$ cat src/rtl/tl_probe_multicast_if.sv
// Signal bundle for the probe multicast engine: directory request, B probe channel,
// C response channel and merged completion. master = engine side, slave = environment.
interface tl_probe_multicast_if #(
    parameter int N_CLIENTS = 4,
    parameter int DATA_W    = 64,
    parameter int ADDR_W    = 64,
    parameter int SOURCE_W  = 4
);
    localparam int CID_W      = N_CLIENTS > 1 ? $clog2(N_CLIENTS) : 1;
    localparam int M_SOURCE_W = SOURCE_W + CID_W;

    logic                  req_valid_i;
    logic                  req_ready_o;
    logic [N_CLIENTS-1:0]  req_mask_i;
    logic [2:0]            req_param_i;
    logic [SOURCE_W-1:0]   req_source_i;
    logic [ADDR_W-1:0]     req_address_i;

    logic                  b_valid_o;
    logic                  b_ready_i;
    logic [2:0]            b_opcode_o;
    logic [2:0]            b_param_o;
    logic [3:0]            b_size_o;
    logic [SOURCE_W-1:0]   b_source_o;
    logic [ADDR_W-1:0]     b_address_o;
    logic [7:0]            b_mask_o;
    logic [DATA_W-1:0]     b_data_o;
    logic                  b_corrupt_o;
    logic [CID_W-1:0]      b_dest_o;

    logic                  c_valid_i;
    logic                  c_ready_o;
    logic [2:0]            c_opcode_i;
    logic [2:0]            c_param_i;
    logic [M_SOURCE_W-1:0] c_source_i;
    logic [DATA_W-1:0]     c_data_i;
    logic                  c_corrupt_i;

    logic                  done_valid_o;
    logic                  done_ready_i;
    logic                  done_dirty_o;
    logic [DATA_W-1:0]     done_data_o;
    logic                  done_corrupt_o;
    logic                  done_error_o;

    modport master (
        input  req_valid_i, req_mask_i, req_param_i, req_source_i, req_address_i,
        output req_ready_o,
        output b_valid_o, b_opcode_o, b_param_o, b_size_o, b_source_o, b_address_o,
        output b_mask_o, b_data_o, b_corrupt_o, b_dest_o,
        input  b_ready_i,
        input  c_valid_i, c_opcode_i, c_param_i, c_source_i, c_data_i, c_corrupt_i,
        output c_ready_o,
        output done_valid_o, done_dirty_o, done_data_o, done_corrupt_o, done_error_o,
        input  done_ready_i
    );

    modport slave (
        output req_valid_i, req_mask_i, req_param_i, req_source_i, req_address_i,
        input  req_ready_o,
        input  b_valid_o, b_opcode_o, b_param_o, b_size_o, b_source_o, b_address_o,
        input  b_mask_o, b_data_o, b_corrupt_o, b_dest_o,
        output b_ready_i,
        output c_valid_i, c_opcode_i, c_param_i, c_source_i, c_data_i, c_corrupt_i,
        input  c_ready_o,
        input  done_valid_o, done_dirty_o, done_data_o, done_corrupt_o, done_error_o,
        output done_ready_i
    );
endinterface

$ cat src/rtl/tl_probe_multicast.sv
// Manager-side probe engine: fans one directory request out as directed Probes on B,
// collects one ProbeAck/ProbeAckData per probed client on C, returns a merged completion.
module tl_probe_multicast #(
    parameter int N_CLIENTS = 4,
    parameter int DATA_W    = 64,
    parameter int ADDR_W    = 64,
    parameter int SOURCE_W  = 4
) (
    input logic                  clk,
    input logic                  rst,
    tl_probe_multicast_if.master bus
);
    localparam int CID_W      = N_CLIENTS > 1 ? $clog2(N_CLIENTS) : 1;
    localparam int M_SOURCE_W = SOURCE_W + CID_W;

    localparam logic [2:0] OP_PROBE    = 3'd6;
    localparam logic [2:0] OP_ACK      = 3'd4;
    localparam logic [2:0] OP_ACK_DATA = 3'd5;
    localparam logic [3:0] PROBE_SIZE  = 4'($clog2(DATA_W / 8));

    typedef enum logic [1:0] {IDLE, ISSUE, WAIT, DONE} state_t;

    state_t               state_q, state_d;
    logic [N_CLIENTS-1:0] issue_mask_q, issue_mask_d;
    logic [N_CLIENTS-1:0] outst_mask_q, outst_mask_d;
    logic [2:0]           param_q, param_d;
    logic [SOURCE_W-1:0]  source_q, source_d;
    logic [ADDR_W-1:0]    addr_q, addr_d;
    logic                 dirty_q, dirty_d;
    logic [DATA_W-1:0]    data_q, data_d;
    logic                 corrupt_q, corrupt_d;
    logic                 error_q, error_d;

    logic [CID_W-1:0]     dest_c;
    logic [CID_W-1:0]     cid_c;
    logic                 unused_c;

    assign cid_c    = bus.c_source_i[M_SOURCE_W-1:SOURCE_W];
    assign unused_c = ^{bus.c_param_i, bus.c_source_i[SOURCE_W-1:0]};

    always_ff @(posedge clk) begin
        if (rst) begin
            state_q      <= IDLE;
            issue_mask_q <= '0;
            outst_mask_q <= '0;
            param_q      <= '0;
            source_q     <= '0;
            addr_q       <= '0;
            dirty_q      <= 1'b0;
            data_q       <= '0;
            corrupt_q    <= 1'b0;
            error_q      <= 1'b0;
        end else begin
            state_q      <= state_d;
            issue_mask_q <= issue_mask_d;
            outst_mask_q <= outst_mask_d;
            param_q      <= param_d;
            source_q     <= source_d;
            addr_q       <= addr_d;
            dirty_q      <= dirty_d;
            data_q       <= data_d;
            corrupt_q    <= corrupt_d;
            error_q      <= error_d;
        end
    end

    always_comb begin
        state_d      = state_q;
        issue_mask_d = issue_mask_q;
        outst_mask_d = outst_mask_q;
        param_d      = param_q;
        source_d     = source_q;
        addr_d       = addr_q;
        dirty_d      = dirty_q;
        data_d       = data_q;
        corrupt_d    = corrupt_q;
        error_d      = error_q;

        // Lowest set bit wins, so probes go out in ascending client order.
        dest_c = '0;
        for (int i = N_CLIENTS - 1; i >= 0; i--) begin
            if (issue_mask_q[i]) dest_c = CID_W'(i);
        end

        unique case (state_q)
            IDLE: begin
                if (bus.req_valid_i) begin
                    issue_mask_d = bus.req_mask_i;
                    outst_mask_d = '0;
                    param_d      = bus.req_param_i;
                    source_d     = bus.req_source_i;
                    addr_d       = bus.req_address_i;
                    dirty_d      = 1'b0;
                    data_d       = '0;
                    corrupt_d    = 1'b0;
                    error_d      = 1'b0;
                    state_d      = (bus.req_mask_i == '0) ? DONE : ISSUE;
                end
            end
            ISSUE, WAIT: begin
                if (state_q == ISSUE && bus.b_ready_i) begin
                    issue_mask_d[dest_c] = 1'b0;
                    outst_mask_d[dest_c] = 1'b1;
                end
                // Ack check uses the pre-issue mask: an ack for the probe issued this cycle is unexpected.
                if (bus.c_valid_i) begin
                    if ((bus.c_opcode_i == OP_ACK || bus.c_opcode_i == OP_ACK_DATA) &&
                        32'(cid_c) < N_CLIENTS && outst_mask_q[cid_c]) begin
                        outst_mask_d[cid_c] = 1'b0;
                        if (bus.c_opcode_i == OP_ACK_DATA) begin
                            dirty_d   = 1'b1;
                            corrupt_d = corrupt_q | bus.c_corrupt_i;
                            if (!dirty_q) data_d = bus.c_data_i;
                        end
                    end else begin
                        error_d = 1'b1;
                    end
                end
                if (issue_mask_d == '0) state_d = (outst_mask_d == '0) ? DONE : WAIT;
            end
            DONE: begin
                if (bus.done_ready_i) state_d = IDLE;
            end
            default: state_d = IDLE;
        endcase
    end

    assign bus.req_ready_o    = (state_q == IDLE);
    assign bus.b_valid_o      = (state_q == ISSUE);
    assign bus.b_opcode_o     = OP_PROBE;
    assign bus.b_param_o      = param_q;
    assign bus.b_size_o       = PROBE_SIZE;
    assign bus.b_source_o     = source_q;
    assign bus.b_address_o    = addr_q;
    assign bus.b_mask_o       = 8'hFF;
    assign bus.b_data_o       = '0;
    assign bus.b_corrupt_o    = 1'b0;
    assign bus.b_dest_o       = dest_c;
    assign bus.c_ready_o      = (state_q == ISSUE) || (state_q == WAIT);
    assign bus.done_valid_o   = (state_q == DONE);
    assign bus.done_dirty_o   = dirty_q;
    assign bus.done_data_o    = data_q;
    assign bus.done_corrupt_o = corrupt_q;
    assign bus.done_error_o   = error_q;
endmodule

$ cat src/flat_wrapper.sv
// flat-port wrapper written by rule: the top's interface ports become plain ports
module tl_probe_multicast_flat 
#(
    parameter int N_CLIENTS = 4,
    parameter int DATA_W    = 64,
    parameter int ADDR_W    = 64,
    parameter int SOURCE_W  = 4
)
  (clk, rst, bus_req_valid_i, bus_req_mask_i, bus_req_param_i, bus_req_source_i, bus_req_address_i, bus_req_ready_o, bus_b_valid_o, bus_b_opcode_o, bus_b_param_o, bus_b_size_o, bus_b_source_o, bus_b_address_o, bus_b_mask_o, bus_b_data_o, bus_b_corrupt_o, bus_b_dest_o, bus_b_ready_i, bus_c_valid_i, bus_c_opcode_i, bus_c_param_i, bus_c_source_i, bus_c_data_i, bus_c_corrupt_i, bus_c_ready_o, bus_done_valid_o, bus_done_dirty_o, bus_done_data_o, bus_done_corrupt_o, bus_done_error_o, bus_done_ready_i);
  tl_probe_multicast_if #(.N_CLIENTS(N_CLIENTS), .DATA_W(DATA_W), .ADDR_W(ADDR_W), .SOURCE_W(SOURCE_W)) bus_i ();
  input logic clk;
  input logic rst;
  input wire logic [$bits(bus_i.req_valid_i)-1:0] bus_req_valid_i;
  input wire logic [$bits(bus_i.req_mask_i)-1:0] bus_req_mask_i;
  input wire logic [$bits(bus_i.req_param_i)-1:0] bus_req_param_i;
  input wire logic [$bits(bus_i.req_source_i)-1:0] bus_req_source_i;
  input wire logic [$bits(bus_i.req_address_i)-1:0] bus_req_address_i;
  output wire logic [$bits(bus_i.req_ready_o)-1:0] bus_req_ready_o;
  output wire logic [$bits(bus_i.b_valid_o)-1:0] bus_b_valid_o;
  output wire logic [$bits(bus_i.b_opcode_o)-1:0] bus_b_opcode_o;
  output wire logic [$bits(bus_i.b_param_o)-1:0] bus_b_param_o;
  output wire logic [$bits(bus_i.b_size_o)-1:0] bus_b_size_o;
  output wire logic [$bits(bus_i.b_source_o)-1:0] bus_b_source_o;
  output wire logic [$bits(bus_i.b_address_o)-1:0] bus_b_address_o;
  output wire logic [$bits(bus_i.b_mask_o)-1:0] bus_b_mask_o;
  output wire logic [$bits(bus_i.b_data_o)-1:0] bus_b_data_o;
  output wire logic [$bits(bus_i.b_corrupt_o)-1:0] bus_b_corrupt_o;
  output wire logic [$bits(bus_i.b_dest_o)-1:0] bus_b_dest_o;
  input wire logic [$bits(bus_i.b_ready_i)-1:0] bus_b_ready_i;
  input wire logic [$bits(bus_i.c_valid_i)-1:0] bus_c_valid_i;
  input wire logic [$bits(bus_i.c_opcode_i)-1:0] bus_c_opcode_i;
  input wire logic [$bits(bus_i.c_param_i)-1:0] bus_c_param_i;
  input wire logic [$bits(bus_i.c_source_i)-1:0] bus_c_source_i;
  input wire logic [$bits(bus_i.c_data_i)-1:0] bus_c_data_i;
  input wire logic [$bits(bus_i.c_corrupt_i)-1:0] bus_c_corrupt_i;
  output wire logic [$bits(bus_i.c_ready_o)-1:0] bus_c_ready_o;
  output wire logic [$bits(bus_i.done_valid_o)-1:0] bus_done_valid_o;
  output wire logic [$bits(bus_i.done_dirty_o)-1:0] bus_done_dirty_o;
  output wire logic [$bits(bus_i.done_data_o)-1:0] bus_done_data_o;
  output wire logic [$bits(bus_i.done_corrupt_o)-1:0] bus_done_corrupt_o;
  output wire logic [$bits(bus_i.done_error_o)-1:0] bus_done_error_o;
  input wire logic [$bits(bus_i.done_ready_i)-1:0] bus_done_ready_i;
  assign bus_i.req_valid_i = bus_req_valid_i;
  assign bus_i.req_mask_i = bus_req_mask_i;
  assign bus_i.req_param_i = bus_req_param_i;
  assign bus_i.req_source_i = bus_req_source_i;
  assign bus_i.req_address_i = bus_req_address_i;
  assign bus_req_ready_o = bus_i.req_ready_o;
  assign bus_b_valid_o = bus_i.b_valid_o;
  assign bus_b_opcode_o = bus_i.b_opcode_o;
  assign bus_b_param_o = bus_i.b_param_o;
  assign bus_b_size_o = bus_i.b_size_o;
  assign bus_b_source_o = bus_i.b_source_o;
  assign bus_b_address_o = bus_i.b_address_o;
  assign bus_b_mask_o = bus_i.b_mask_o;
  assign bus_b_data_o = bus_i.b_data_o;
  assign bus_b_corrupt_o = bus_i.b_corrupt_o;
  assign bus_b_dest_o = bus_i.b_dest_o;
  assign bus_i.b_ready_i = bus_b_ready_i;
  assign bus_i.c_valid_i = bus_c_valid_i;
  assign bus_i.c_opcode_i = bus_c_opcode_i;
  assign bus_i.c_param_i = bus_c_param_i;
  assign bus_i.c_source_i = bus_c_source_i;
  assign bus_i.c_data_i = bus_c_data_i;
  assign bus_i.c_corrupt_i = bus_c_corrupt_i;
  assign bus_c_ready_o = bus_i.c_ready_o;
  assign bus_done_valid_o = bus_i.done_valid_o;
  assign bus_done_dirty_o = bus_i.done_dirty_o;
  assign bus_done_data_o = bus_i.done_data_o;
  assign bus_done_corrupt_o = bus_i.done_corrupt_o;
  assign bus_done_error_o = bus_i.done_error_o;
  assign bus_i.done_ready_i = bus_done_ready_i;
  tl_probe_multicast #(.N_CLIENTS(N_CLIENTS), .DATA_W(DATA_W), .ADDR_W(ADDR_W), .SOURCE_W(SOURCE_W)) u_core (.clk(clk), .rst(rst), .bus(bus_i));
endmodule
$ cat config.mk
export PLATFORM = sky130hd
export DESIGN_NAME = tl_probe_multicast_flat
export DESIGN_NICKNAME = d
export VERILOG_FILES = /design/src/rtl/tl_probe_multicast_if.sv /design/src/rtl/tl_probe_multicast.sv /design/src/flat_wrapper.sv
export SDC_FILE = /design/constraint.sdc
export NUM_CORES = 1
export LEC_CHECK = 0
export BUFFER_PORTS_ARGS = -buffer_cell sky130_fd_sc_hd__buf_4
export CORE_AREA = 2 2 150 152
export CTS_BUF_LIST = sky130_fd_sc_hd__clkbuf_4
export CTS_CLUSTER_SIZE = 20
export DETAILED_ROUTE_END_ITERATION = 10
export DIE_AREA = 0 0 152 154
export HOLD_SLACK_MARGIN = 0.08
export PLACE_DENSITY = 0.52
export SETUP_SLACK_MARGIN = 0.2
export SYNTH_ARGS = -nofsm -noshare
export SYNTH_HDL_FRONTEND = slang
export SYNTH_SLANG_ARGS = --single-unit
$ cat constraint.sdc
create_clock -name clk -period 3.5 [get_ports clk]
set_clock_uncertainty 0.15 [all_clocks]
set_input_delay 0.7 -clock clk [delete_from_list [all_inputs] [get_ports clk]]
set_output_delay 0.7 -clock clk [all_outputs]
set_load 0.03 [all_outputs]
* After elaboration in Yosys (flattened, before gate mapping)
Index checks and enable logic that the tools add are counted.
** Word-level totals
- Output and inout bits :: 224
- Register bits after elaboration :: 148
- Word-level logic and storage cells :: 96
- Input port bits :: 158
** Operators by class
- Muxes and demuxes :: 45
- Reduce and logical (&&, ||, !) cells :: 18
- $lt $le $gt $ge :: 4
- Bitwise logic cells :: 6
- Equal/unequal tests :: 13
** Operators with widths (number)
- 2-to-1 mux 64 bit :: 5
- case mux 64 bit (2 select lines) :: 1
- 2-to-1 mux 4 bit :: 9
- 2-to-1 mux 2 bit :: 8
- case mux 4 bit (2 select lines) :: 2
- 2-to-1 mux 1 bit :: 13
- zero test 4 bit :: 3
- AND 4 bit :: 2
- inequality test 2 x 1 -> 1 bit, second input constant :: 4
- inequality test 2 bit, second input constant :: 4
- NOT 4 bit :: 2
- equality test 3 bit, second input constant :: 2
- < comparator 2 x 3 -> 1 bit, second input constant :: 2
- case mux 1 bit (2 select lines) :: 3
- case mux 2 bit (3 select lines) :: 1
- AND reduction 6 bit :: 1
- AND reduction 5 bit :: 1
- demux 1 bit (select 2 bit) :: 2
- equality test 2 bit, second input constant :: 2
- greater-or-equal comparator 2 x 1 -> 1 bit, second input constant :: 2
- logical AND 1 bit :: 4
- OR 4 bit :: 1
- AND reduction 2 bit :: 2
- AND reduction 4 bit :: 1
- 8 further kinds :: 9

* Logic depth before layout (Yosys ltp)
Gate-level depths: netlist (run 1).
- Word-level depth :: 19
- Gate-level depth with buffers :: 10
- Depth with buffers taken out :: 7

* Least setup slack after synthesis (run 1)
OpenSTA, ideal clock, no wires.
- Path kind :: register -> register
- Start point :: register u_core.state_q[0]
- End point :: register u_core.data_q[0], in the netlist u_core.bus.done_data_o[0]
- Path slack :: 953 ps
- Data arrival time :: 2280 ps
- Clock period less this slack :: 2547 ps
- Cell stages (with the launch flop) :: 11
- Data required time :: 3233 ps
- Buffers on the path :: 3
- Path through :: dfxtp_1 > inv_1 > ha_1 > buf_2 > clkinv_1 > nor2_1 > nor4_4 > nor4b_2 > buf_4 > buf_6 > a22o_1
** On the way
- Word-level cells in the longest chain between the ends :: 4
- Elaborated cells between the ends (all ways) :: 12
** RTL lines
- start: declaration :: RTL line tl_probe_multicast.sv:23 : state_t state_q, state_d;
- start signal: assignment :: RTL line tl_probe_multicast.sv:54 : state_q <= state_d;
- equality test 2 x 1 -> 1 bit / equality test 2 bit (equally long branches) :: RTL line tl_probe_multicast.sv:85 : unique case (state_q)
- OR reduction 2 bit :: RTL line tl_probe_multicast.sv:85
- inequality test 2 bit (no line) (tied with other cells)
- AND reduction 6 bit (no line)
- end signal: assignment :: RTL line tl_probe_multicast.sv:61 : data_q <= data_d;
- end: declaration :: RTL line tl_probe_multicast.sv:30 : logic [DATA_W-1:0] data_q, data_d;
Parallel ways exist; a longest one is shown, timed or not.
A chain may end at the register's enable or synchronous reset.

* Worst setup path after layout (run 1)
- Start point :: register u_core.state_q[0]
- End point :: register u_core.data_q[48], in the netlist u_core.bus.done_data_o[48]
The elaborated chain is that of the path after synthesis.

==> impl_metrics.toml, run 1 <==
[clock_tree]
cts_resized = 0
clkSlewWorstSetupHoldPaths_ns = 0.15
clk_latency_ns = 0.55
cts_setup_buffers = 0
numClockSinks = 148
ctsHtreeMaxLevel = 4
cts_buffer_depth = 2
root_buffer = "clkbuf_4"
cts_tree = "done"
ctsHoldBuffers = 0
numCtsBuffers = 17

[critical_path]
cp-start-kind = "register"
crit_path_start = "u_core.state_q[0]$_SDFFE_PP0P_"
worst_path_largest_cell_delay_ns = 0.48
crit_type = "register to register"
crit_path_end_kind = "register"
cp_cell_sequence = "inv_1 > ha_1 > clkinv_1 > nor2_1 > nor4_4 > nor4b_4 > buf_12 > a22o_1"
r2r_start = "u_core.state_q[0]$_SDFFE_PP0P_"
r2r_slack_ns = 0.74
slowest_stage = "ha_1"
arrival_ns = 3.09
crit_required_ns = 3.83
crit_path_max_fanout = 64

[run]
maxCapViolCount = 0

[yosys]
syn-cell-area_um2 = 5860
synthTopCellsByArea = "dfxtp_1 51%, buf_4 10%, nand2_1 9.7%"
ys_async_sr_fraction_pct = 0
synth-seq-cells = 148
ys_warn_count = 0
synth_ff_type = "dfxtp_1"
synth_top_cell_area_share_pct = 50.5
syn_inst = 652
synth_top_cell_by_area = "dfxtp_1"
synth_edf_count = 0
yosysMostFrequentCell = "nand2_1"
avgSynthCellArea_um2 = 8.99
yosys-top-cells-count = "152 x nand2_1, 148 x dfxtp_1, 87 x a21oi_1, 81 x buf_4, 64 x a22o_1"
synth_cell_types = 42
synth-seq-area-share_pct = 50.5

[timing]
period_minus_slack_ns = 2.76
slew_violations = 0
slew_headroom_pct = 45.2
max_freq_mhz = 362
final.setup.tns_ns = 0
setup_viol = 0
finalCritPeriodShare_pct = 78.9
hold_viol = 0
rsz0062_at_grt = "false"
tightestPinTransition_ns = 0.823

[route]
wl_met1_mm = 7.63
dr_wl_met2_mm = 8.33
top_layer = "met4"
dr.pass1.iters = 4
wl_met3_mm = 1.78
antenna_left = 0
wl_per_cell_um = 14.7
drt_wl_total_mm = 17.9
viasPerCell = 4.33
drt_iter0_markers = 213
vias = 5292
drc = 0

[layout]
stdcell_count = 1223
nets = 1091
drive_above_1_share_pct = 35.7
area_delta_synth_final_pct = 41.1

[floorplan]
die-width_um = 152
die_area_um2 = 23400
core_um2 = 21700
initial_utilization_pct = 27.0
rows = 54
pin_count = 382
chipHeight_um = 154

[placement]
portBuffers = 294
place.gp.congestion = 0.755
dpl.hpwl_mm = 12.8
dp.cells = 1190

[power]
ir_drop_mv = 0.311
pwr-share-seq_pct = 41.5
p_comb_share_pct = 37.4
p_sw_mw = 1.98
power.density_nw_per_um2 = 572
p_clk_share_pct = 21.1
swShare_pct = 41.8
internal-power_mw = 2.75
leakage_nw = 3.82

[global_routing]
grt_max_degree = 82
grt_pass1_wl_mm = 27.6
grt_usage_pct = 14.8
grt_overflow_total = 0
antenna_found_initial = 1
grt_pass1_vias = 4899

[hold_path]
holdCritPathClass = "primary input to register"
min_from = "bus_c_data_i[13]"

[status]
status = "completed"
[registers in the layout, summed over array words and instances, names as in the netlist]
register	cells
u_core.bus.b_address_o	64
u_core.bus.done_data_o	64
u_core.bus.b_source_o	4
u_core.issue_mask_q	4
u_core.outst_mask_q	4
u_core.bus.b_param_o	3
u_core.state_q	2
u_core.bus.done_corrupt_o	1
u_core.bus.done_dirty_o	1
u_core.bus.done_error_o	1
[stage by stage]
step	worst slack, ns	util, %	power (mW)	hold slack, ns	area [um^2]
5_1_grt	0.528	38.1	5.04	0.119	8270
6_report	0.740	38.1	4.73	0.189	8270
3_3_place_gp	0.779	37.0	3.80	0.292	8020
2_1_floorplan	0.953	-	3.19	0.322	6150
4_1_cts	0.700	38.1	4.82	0.131	8270
3_5_place_dp	0.755	37.0	3.80	0.297	8020
[power by group through the flow]
| stage | sequential, mW | combinational [mW] | clock (mW) |
|---|---|---|---|
| final | 1.96 | 1.77 | 0.999 |
| after global routing | 1.99 | 1.92 | 1.13 |
| after CTS | 1.97 | 1.80 | 1.06 |
| after global placement | 2.00 | 1.80 | 0 |
| after detailed placement | 2.00 | 1.80 | 0 |
| after floorplan | 2.28 | 0.911 | 0 |
[worst max-delay path: cells and delay by family (launching register included)]
kind | cells | cell delay (ns)
AND/OR/NAND/NOR | 3 | 0.82
adder cells (fa/ha/maj) | 1 | 0.48
buffers and inverters | 3 | 0.67
flip-flops | 1 | 0.38
AO/OA/AOI/OAI | 1 | 0.19
[placed cells by master, fill, tap and decap left out, types with 2 or more instances in the layout]
cell type   synthesis  routed
buf_12              0       4
a211oi_1            2       2
nand2_1           152     151
or3_1               2       2
inv_8               0       3
o21ai_0             6       6
nor2_1             20      20
a21oi_1            87      87
inv_6               0       3
nand2b_1            4       4
clkbuf_4            0      17
nor2b_1             3       3
a21o_1              2       2
nand3_1             2       2
clkinv_1            1       3
ha_1                4       4
buf_4              81     296
nor3_1              3       3
conb_1              2      80
clkinvlp_4          0       5
inv_1               7       7
dfxtp_1           148     148
a31oi_1             2       2
a2bb2oi_1           3       3
clkinv_4            0       2
a22o_1             64      64
[path summary, 6_finish.rpt]
kind / to / depth (start not counted)
worst max register to register: u_core.bus.done_data_o[48]$_SDFFE_PP0P_ / 8
worst min register to register: u_core.bus.b_address_o[62]$_SDFFE_PP0P_ / 2
worst min-delay path: u_core.bus.done_data_o[13]$_SDFFE_PP0P_ / 2
worst max-delay path: u_core.bus.done_data_o[48]$_SDFFE_PP0P_ / 8
[routing by layer]
layer / global-route usage, % / up-vias
met3: 6.48 / 10
met1: 18.5 / 2413
met4: 4.14 / 0
met2: 23.1 / 262
met5: 0 / -
li1: - / 2607
[cell type report]
| type | instances | area, um^2 |
|---|---|---|
| Fill cell | 2314 | 13400 |
| Sequential cell | 148 | 2960 |
| Multi-Input combinational cell | 454 | 2370 |
| Timing Repair Buffer | 300 | 2300 |
| Tap cell | 280 | 350 |
| Clock buffer | 17 | 128 |
| Clock inverter | 15 | 123 |
| Inverter | 8 | 30.0 |
| Antenna cell | 1 | 2.50 |
[cells by family after synthesis]
kind of cell / count (synthesis) / synth area share, %
multiplexers: 1 / 0.384
adder cells (fa/ha/maj): 4 / 0.854
flip-flops: 148 / 50.5
AO/OA/AOI/OAI: 174 / 19.8
AND/OR/NAND/NOR: 195 / 14.0
buffers and inverters: 128 / 14.3
other: 2 / 0.128
(Power assumes the default switching activity.)
==> inputs of run 2 (changes only) <==
- clock period: 3.5 -> 2.6 ns (I/O delays scaled with it)
==> impl_metrics.toml, run 2 (synthesis gave the netlist of run 1 again) <==
[status]
status = "completed"

[timing]
hold_viol = 0
final.setup.tns_ns = 0
slew_violations = 0
tightestPinTransition_ns = 0.655
finalCritPeriodShare_pct = 87.8
slew_headroom_pct = 56.3
max_freq_mhz = 438
final.setup.worst_slack_ns = 0.317
holdWs_ns = 0.195
rsz0062_at_grt = "false"
period_minus_slack_ns = 2.28
setup_viol = 0

[clock_tree]
cts_buffer_depth = 2
numCtsBuffers = 17
ctsHtreeMaxLevel = 4
clk_latency_ns = 0.54
root_buffer = "clkbuf_4"
numClockSinks = 148
cts_tree = "done"
clkSlewWorstSetupHoldPaths_ns = 0.14

[route]
drc = 0
viasPerCell = 4.27
dr.pass1.iters = 4
drt_wl_total_mm = 19.5
antenna_left = 0
wl_per_cell_um = 14.3
drt_iter0_markers = 239
dr_wl_met2_mm = 9.06
wl_met1_mm = 8.56
wl_met3_mm = 1.59
top_layer = "met4"
vias = 5827

[critical_path]
crit_type = "register to output pin"
slowest_stage = "dfxtp_2"
crit_path_end_kind = "output pin"
cp_cell_sequence = "inv_1 > ha_4 > buf_4 > buf_6"
cp-start-kind = "register"
crit_path_max_fanout = 7
crit_required_ns = 1.93
path_buf_inv = 3
worst_path_largest_cell_delay_ns = 0.37
arrival_ns = 1.61
critPathTopFamily = "buffers and inverters"

[layout]
area_delta_synth_final_pct = 66.6
drive_above_1_share_pct = 32.4
final_cell_mix = "301 x buf_4, 151 x nand2_1, 145 x dfxtp_1"
n_fill_cell = 2080
diodes = 0
nets = 1236
layout_commonest_cell = "buf_4"

[placement]
place.gp.congestion = 0.719
portBuffers = 294
dpl.hpwl_mm = 12.6
dpl_worst_slack_ns = 0.254

[floorplan]
rows = 54
die_area_um2 = 23400
pin_count = 382
chipHeight_um = 154
die-width_um = 152
initial_utilization_pct = 27.0
core_um2 = 21700

[global_routing]
grt_usage_pct = 15.8
antenna_found_initial = 0
grt_max_degree = 76
grt_pass1_vias = 5659
grt_overflow_total = 0
grt_pass1_wl_mm = 30.1

[hold_path]
holdCritPathClass = "primary input to register"

[power]
power.density_nw_per_um2 = 691
leakage_nw = 4.45
ir_drop_mv = 0.317

[run]
maxCapViolCount = 0
[run 2: layout make-up]
| class | count | area [um^2] | area share, % |
|---|---|---|---|
| Sequential cell | 148 | 2970 | 30.4 |
| Clock buffer | 17 | 128 | 1.31 |
| Multi-Input combinational cell | 454 | 2390 | 24.5 |
| Inverter | 8 | 31.3 | 0.320 |
| Tap cell | 280 | 350 | 3.59 |
| Clock inverter | 14 | 138 | 1.41 |
| Timing Repair Buffer | 445 | 3760 | 38.5 |
[run 2: power by group]
group | total (mW) | switching [mW] | internal (mW)
registers | 2.65 | 0.143 | 2.50
logic | 2.68 | 1.66 | 1.02
clock network | 1.43 | 1.00 | 0.424
[run 2: repair_timing]
item	CTS	global route
gates cloned	0	1
endpoints found under the hold margin	137	0
pin swaps	0	0
setup buffers	0	2
resized for setup	2	6
setup endpoints to repair	1	47
hold buffers	137	0
[run 2: through the flow]
step           instance area [um^2]  cells  utilization (%)  power, mW
6_report                       9770   1366             45.0       6.75
5_1_grt                        9770   1366             45.0       7.18
4_1_cts                        9730   1363             44.8       6.88
3_5_place_dp                   8080   1195             37.2       5.20
3_3_place_gp                   8080   1195             37.2       5.19
2_1_floorplan                  6160    730                -       4.30
[run 2: worst paths after layout]
| check | startpoint | endpoint | slack [ns] | cells after the start |
|---|---|---|---|---|
| worst min register to register | u_core.bus.b_address_o[42]$_SDFFE_PP0P_ | u_core.bus.b_address_o[42]$_SDFFE_PP0P_ | 0.31 | 2 |
| worst max register to register | u_core.state_q[1]$_SDFFE_PP0P_ | u_core.bus.done_data_o[20]$_SDFFE_PP0P_ | 0.33 | 9 |
| worst max-delay path | u_core.state_q[0]$_SDFFE_PP0P_ | bus_c_ready_o | 0.32 | 4 |
| worst min-delay path | bus_req_mask_i[3] | u_core.issue_mask_q[3]$_SDFFE_PP0P_ | 0.20 | 5 |
[run 2: layer usage]
layer  up-vias  global-route usage [%]
li1       2894                       -
met1      2659                    19.8
met2       255                    25.4
met3        19                    5.64
met4         0                    5.56
met5         -                       0
[run 2: worst register-to-register path, delay by kind of cell, from the launching register on]
family / cells / cell delay [ns]
simple gates: 2 / 0.55
fa+ha+maj: 1 / 0.19
buf+inv: 4 / 0.67
compound gates: 2 / 0.31
flops: 1 / 0.34
